### config.mk
export PLATFORM = sky130hd
export DESIGN_NAME = rx_link_ctrl
export DESIGN_NICKNAME = d
export VERILOG_FILES = /design/src/rtl/rx_link_ctrl.sv
export SDC_FILE = /design/constraint.sdc
export NUM_CORES = 1
export LEC_CHECK = 0
export ABC_CLOCK_PERIOD_IN_PS = 2400
export BUFFER_PORTS_ARGS = -buffer_cell sky130_fd_sc_hd__buf_2
export CAP_MARGIN = 20
export CORE_MARGIN = 5
export CORE_UTILIZATION = 59
export CTS_BUF_LIST = sky130_fd_sc_hd__clkbuf_8
export CTS_CLUSTER_SIZE = 28
export DETAILED_ROUTE_END_ITERATION = 16
export GPL_TIMING_DRIVEN = 0
export PLACE_DENSITY_LB_ADDON = 0.05
export SETUP_SLACK_MARGIN = 0.15
export SYNTH_ARGS = -nofsm -noshare
export SYNTH_HDL_FRONTEND = slang
export SYNTH_SLANG_ARGS = --single-unit
### constraint.sdc
create_clock -name clock -period 2.4 [get_ports clock]
set_clock_uncertainty 0.1 [all_clocks]
set_input_delay 0.48 -clock clock [delete_from_list [all_inputs] [get_ports clock]]
set_output_delay 0.48 -clock clock [all_outputs]
set_load 0.01 [all_outputs]
### src/rtl/rx_link_ctrl.sv
// rx_link_ctrl: receive-path controller with error-driven baud hunting,
// frame filtering and a small valid/ready byte FIFO toward the consumer.
module rx_link_ctrl #(
   parameter int         FIFO_DEPTH   = 4,
   parameter int         LOCK_COUNT   = 4,
   parameter int         UNLOCK_COUNT = 8,
   parameter logic [1:0] DEF_BAUD     = 2'b10,
   parameter logic [1:0] DEF_PARITY   = 2'b00
) (
   input  logic       clock,
   input  logic       reset_n,
   input  logic       rx_active_flag,
   input  logic       rx_done_flag,
   input  logic [2:0] rx_error_flag,
   input  logic [7:0] rx_data,
   output logic [1:0] baud_rate,
   output logic [1:0] parity_type,
   input  logic       cfg_load,
   input  logic [1:0] cfg_baud,
   input  logic [1:0] cfg_parity,
   input  logic       auto_baud_en,
   output logic       out_valid,
   output logic [7:0] out_data,
   input  logic       out_ready,
   output logic       locked,
   output logic       overflow_flag,
   output logic [7:0] err_count
);

   localparam int AW = $clog2(FIFO_DEPTH);
   localparam int GW = $clog2(LOCK_COUNT + 1);
   localparam int BW = $clog2(UNLOCK_COUNT + 1);
   localparam logic [GW-1:0] GMAX = GW'(LOCK_COUNT);
   localparam logic [BW-1:0] BMAX = BW'(UNLOCK_COUNT);

   typedef enum logic {S_LOCKED = 1'b0, S_HUNT = 1'b1} state_t;

   state_t        r_state, w_state_nx;
   logic          r_done_d, r_eval, r_pend, r_ovf;
   logic [1:0]    r_baud, r_parity;
   logic [7:0]    r_err_cnt, w_err_nx, w_err_inc;
   logic [GW-1:0] r_good_cnt, w_good_nx, w_good_inc;
   logic [BW-1:0] r_bad_cnt, w_bad_nx, w_bad_inc;
   logic [AW:0]   r_wr_ptr, r_rd_ptr;
   logic [7:0]    r_mem [FIFO_DEPTH];
   logic          w_event, w_frame_err, w_push, w_step_req;
   logic          w_step, w_full, w_pop, w_wr_en;

   assign w_event     = rx_done_flag & ~r_done_d;
   assign w_frame_err = |rx_error_flag;
   assign w_err_inc   = (r_err_cnt == 8'hFF) ? r_err_cnt : r_err_cnt + 8'd1;
   assign w_good_inc  = r_good_cnt + GW'(1);
   assign w_bad_inc   = (r_bad_cnt == BMAX) ? r_bad_cnt : r_bad_cnt + BW'(1);

   assign baud_rate     = r_baud;
   assign parity_type   = r_parity;
   assign locked        = (r_state == S_LOCKED);
   assign overflow_flag = r_ovf;
   assign err_count     = r_err_cnt;

   always_ff @(posedge clock or negedge reset_n) begin
      if (!reset_n) r_state <= S_LOCKED;
      else          r_state <= w_state_nx;
   end

   // r_eval marks cycle E+1, where data and error flags are sampled
   always_comb begin
      w_state_nx = r_state;
      w_good_nx  = r_good_cnt;
      w_bad_nx   = r_bad_cnt;
      w_err_nx   = r_err_cnt;
      w_push     = 1'b0;
      w_step_req = 1'b0;
      if (cfg_load) begin
         w_good_nx  = '0;
         w_bad_nx   = '0;
         w_err_nx   = '0;
         w_state_nx = auto_baud_en ? S_HUNT : S_LOCKED;
      end else if (r_eval) begin
         unique case (r_state)
            S_LOCKED: begin
               if (w_frame_err) begin
                  w_bad_nx = w_bad_inc;
                  w_err_nx = w_err_inc;
                  if (auto_baud_en && (w_bad_inc == BMAX)) begin
                     w_state_nx = S_HUNT;
                     w_bad_nx   = '0;
                     w_good_nx  = '0;
                     w_step_req = 1'b1;
                  end
               end else begin
                  w_push   = 1'b1;
                  w_bad_nx = '0;
               end
            end
            S_HUNT: begin
               if (w_frame_err) begin
                  w_err_nx   = w_err_inc;
                  w_good_nx  = '0;
                  w_step_req = 1'b1;
               end else if (w_good_inc == GMAX) begin
                  w_state_nx = S_LOCKED;
                  w_good_nx  = '0;
                  w_bad_nx   = '0;
               end else begin
                  w_good_nx = w_good_inc;
               end
            end
         endcase
      end
   end

   assign w_step = r_pend | w_step_req;

   always_ff @(posedge clock or negedge reset_n) begin
      if (!reset_n) begin
         r_done_d   <= 1'b0;
         r_eval     <= 1'b0;
         r_pend     <= 1'b0;
         r_ovf      <= 1'b0;
         r_baud     <= DEF_BAUD;
         r_parity   <= DEF_PARITY;
         r_err_cnt  <= '0;
         r_good_cnt <= '0;
         r_bad_cnt  <= '0;
      end else begin
         r_done_d   <= rx_done_flag;
         r_eval     <= w_event;
         r_err_cnt  <= w_err_nx;
         r_good_cnt <= w_good_nx;
         r_bad_cnt  <= w_bad_nx;
         if (cfg_load) begin
            r_baud   <= cfg_baud;
            r_parity <= cfg_parity;
            r_pend   <= 1'b0;
            r_ovf    <= 1'b0;
         end else begin
            if (w_step) begin
               if (rx_active_flag) begin
                  r_pend <= 1'b1;
               end else begin
                  r_baud <= r_baud + 2'd1;
                  r_pend <= 1'b0;
               end
            end
            if (w_push && w_full && !w_pop) r_ovf <= 1'b1;
         end
      end
   end

   assign out_valid = (r_wr_ptr != r_rd_ptr);
   assign w_full    = (r_wr_ptr[AW] != r_rd_ptr[AW]) &&
                      (r_wr_ptr[AW-1:0] == r_rd_ptr[AW-1:0]);
   assign w_pop     = out_valid & out_ready;
   // a pop frees the head slot, so a push into a full FIFO is still taken
   assign w_wr_en   = w_push & (~w_full | w_pop);
   assign out_data  = r_mem[r_rd_ptr[AW-1:0]];

   always_ff @(posedge clock or negedge reset_n) begin
      if (!reset_n) begin
         r_wr_ptr <= '0;
         r_rd_ptr <= '0;
         for (int i = 0; i < FIFO_DEPTH; i++) r_mem[i] <= '0;
      end else begin
         if (w_wr_en) begin
            r_mem[r_wr_ptr[AW-1:0]] <= rx_data;
            r_wr_ptr <= r_wr_ptr + 1'b1;
         end
         if (w_pop) r_rd_ptr <= r_rd_ptr + 1'b1;
      end
   end

endmodule
==> flow_summary.ini <==
[outcome]
status = complete, no violations

[cts]
cts_tree = built
numClockSinks = 62
clk_path_buf_depth = 2
cts_inserted_buffers = 9
worstSkewPairLatency_ns = 0.32
htreeDepth = 3
clk_pin_slew_ns = 0.07
ctsRootBufferMaster = clkbuf_8

[final_layout]
final_area_um2 = 3590
layout-drive-gt1-share_pct = 40.9
diodes = 0
mostFrequentLayoutCell = dfrtp_1
most-common-layout-cells = dfrtp_1 (59), buf_2 (43), mux2_2 (36), nand2_1 (18), nor2_1 (13)
area_growth_pct = 18.9
nFillCells = 367
nets = 331

[place]
routabilityCongestion = 0.827
dp_slack_ns = -0.115
portBuffers = 43
dp_hpwl_um = 4090
placedInstanceArea_um2 = 3350

[synth]
synth.avg_cell_area_um2 = 12.6
seq_area_frac_synth_pct = 51.4
syn_inst = 239
syn-num-nets = 272
ys_seq_elements = 62
synth_cell_type_count = 43
netlist_area_um2 = 3020
synthArstFlopShare_pct = 100
synth-edff-count = 0
yosys_most_used_dff = dfrtp_1
ys_warn_count = 0

[worst_setup_path]
slowest_delay_ns = 0.48
worstReg2RegEnd = baud_rate[0]
start_kind = flop
crit_family = simple AND/OR/NAND/NOR gates
required_ns = 2.51
cp_num_buf_inv = 2
cp-end-kind = flop
path_cells = inv_2 -> ha_1 -> nand2_1 -> a2111o_1 -> nor4b_4 -> buf_4 -> o211ai_1 -> nor3b_1
regToRegSetupSlack_ns = 0.16
reg2reg_depth = 8
path_class = flop to flop
crit_fanout = 4
cpMaxStageDelayCell = a2111o_1
arrival_ns = 2.35
r2r-start = r_bad_cnt[0]

[sta]
setup_viol = 0
period_minus_slack_ns = 2.24
worstMarginPinSlew_ns = 0.642
slew-limit-headroom_pct = 57.2
rsz0062_at_grt = yes
hold_viol = 0
setup_ws_ns = 0.163
setup_tns_ns = 0
slew_viol_final = 0
max_freq_mhz = 447
post-route-period-util_pct = 93.2

[global_routing]
grt_pass1_wl_um = 9500
overflow = 0
grt_start_max_net_pins = 37
grt_pass1_vias = 1986
grtUsageTotal_pct = 19.1
antenna_found_initial = 0

[power]
ir_worst_vdd_mv = 0.597
p_per_area_nw_per_um2 = 740
p_leak_nw = 1.77

[drt]
drt_pass1_iterations = 4
drc = 0
routed_wl_um = 5760
vias_per_cell = 5.46
route.vias.total = 2037
post_drt_wl_per_cell_um = 15.5
ant_nets = 0
first_iter_violations = 87

[floorplanning]
die-area_um2 = 6660
core_um2 = 5040
start_util_pct = 60.0
die_y_um = 81.6
die_w_um = 81.6
num_rows = 26
num_io_pins = 45

[run]
cap_violations = 0

[hold_path]
min_path_type = input pin to async pin
==> how the worst max path moves through the flow <==
stage | start | endpoint | cells past startpoint
2_1_floorplan | r_bad_cnt[0] | baud_rate[1] | 6
3_3_place_gp | rx_error_flag[1] | r_mem[0] | 6
3_5_place_dp | rx_error_flag[1] | r_mem[0] | 6
4_1_cts | r_bad_cnt[0] | baud_rate[0] | 7
5_1_grt | r_bad_cnt[0] | baud_rate[0] | 8
6_report | r_bad_cnt[0] | baud_rate[0] | 8
==> layer usage <==
| metal | global-route usage [%] | vias up | wire length (um) |
|---|---|---|---|
| met5 | 0 | - | 0 |
| met4 | 8.64 | 0 | 71 |
| met1 | 26.5 | 1004 | 2710 |
| met3 | 4.39 | 6 | 311 |
| met2 | 28.7 | 48 | 2670 |
| li1 | - | 979 | - |
==> kinds of logic (layout without fill, tap and decap cells) <==
group / Yosys count / after routing / synth area share [%]
flops: 62 / 62 / 51.4
buf+inv: 16 / 80 / 2.36
mux: 44 / 44 / 19.4
simple gates: 62 / 62 / 11.3
xor+xnor: 15 / 15 / 4.35
fa+ha+maj: 11 / 11 / 4.55
compound gates: 29 / 29 / 6.66
==> worst reg2reg max path: cells and delay by family (launching register included) <==
family | cells | cell delay (ns)
AOI/OAI and AO/OA | 2 | 0.57
adders and majority gates | 1 | 0.16
buffers and inverters | 2 | 0.26
DFF | 1 | 0.45
and+or+nand+nor | 3 | 0.58
==> stage by stage <==
| step | std cells | util [%] | hold slack (ns) | power [W] |
|---|---|---|---|---|
| after floorplan | 239 | - | 0.0844 | 0.00160 |
| after global placement | 352 | 66.0 | 0.281 | 0.00176 |
| after detailed placement | 353 | 66.4 | 0.288 | 0.00178 |
| after CTS | 373 | 71.0 | 0.0786 | 0.00269 |
| after global routing | 373 | 71.3 | 0.109 | 0.00281 |
| final | 373 | 71.3 | 0.0731 | 0.00266 |
==> report_power, final <==
part / switching, W / leakage (nW) / internal [W]
logic: 0.000273 / 0.835 / 0.000271
registers: 0.0000691 / 0.824 / 0.00114
clock network: 0.000386 / 0.108 / 0.000527
total: 0.000727 / 1.77 / 0.00193
==> sequential cells by signal (all words and copies together) (netlist names) <==
signal	cells
r_mem	32
err_count	8
overflow_flag	1
r_rd_ptr	3
r_done_d	1
parity_type	2
r_wr_ptr	3
r_good_cnt	3
baud_rate	2
r_bad_cnt	4
r_state	1
r_eval	1
r_pend	1
==> synthesized netlist by cell type (all sizes together), types with 2 or more instances <==
library cell  number  area [um^2]
dfrtp             61         1530
mux2              36          405
nand2             22         92.6
nor2              14         52.6
xnor2             12          105
ha                11          138
inv               11         41.3
mux4               8          180
nor3               8         45.0
o21ai              7         35.0
a21oi              6         30.0
buf                4         26.3
nand3              4         20.0
o41ai              3         26.3
xor2               3         26.3
a211o              2         18.8
and2b              2         17.5
nand3b             2         15.0
nor2b              2         12.5
o211ai             2         15.0
or3                2         12.5
==> cell type report <==
cell class | instances | area, um^2 | area share [%]
Sequential cell | 62 | 1560 | 43.3
Multi-Input combinational cell | 161 | 1410 | 39.3
Timing Repair Buffer | 48 | 265 | 7.38
Clock buffer | 11 | 151 | 4.21
Tap cell | 70 | 87.6 | 2.44
Clock inverter | 5 | 50.0 | 1.39
Inverter | 11 | 41.3 | 1.15
Buffer | 5 | 30.0 | 0.835
==> what timing repair did <==
item | CTS | global route
hold buffers | 0 | 0
pin swaps | 4 | 1
buffers inserted | 4 | 0
endpoints found under the setup margin | 4 | 4
resized for setup | 1 | 5
Note: power is estimated with default switching activity, not from simulation.
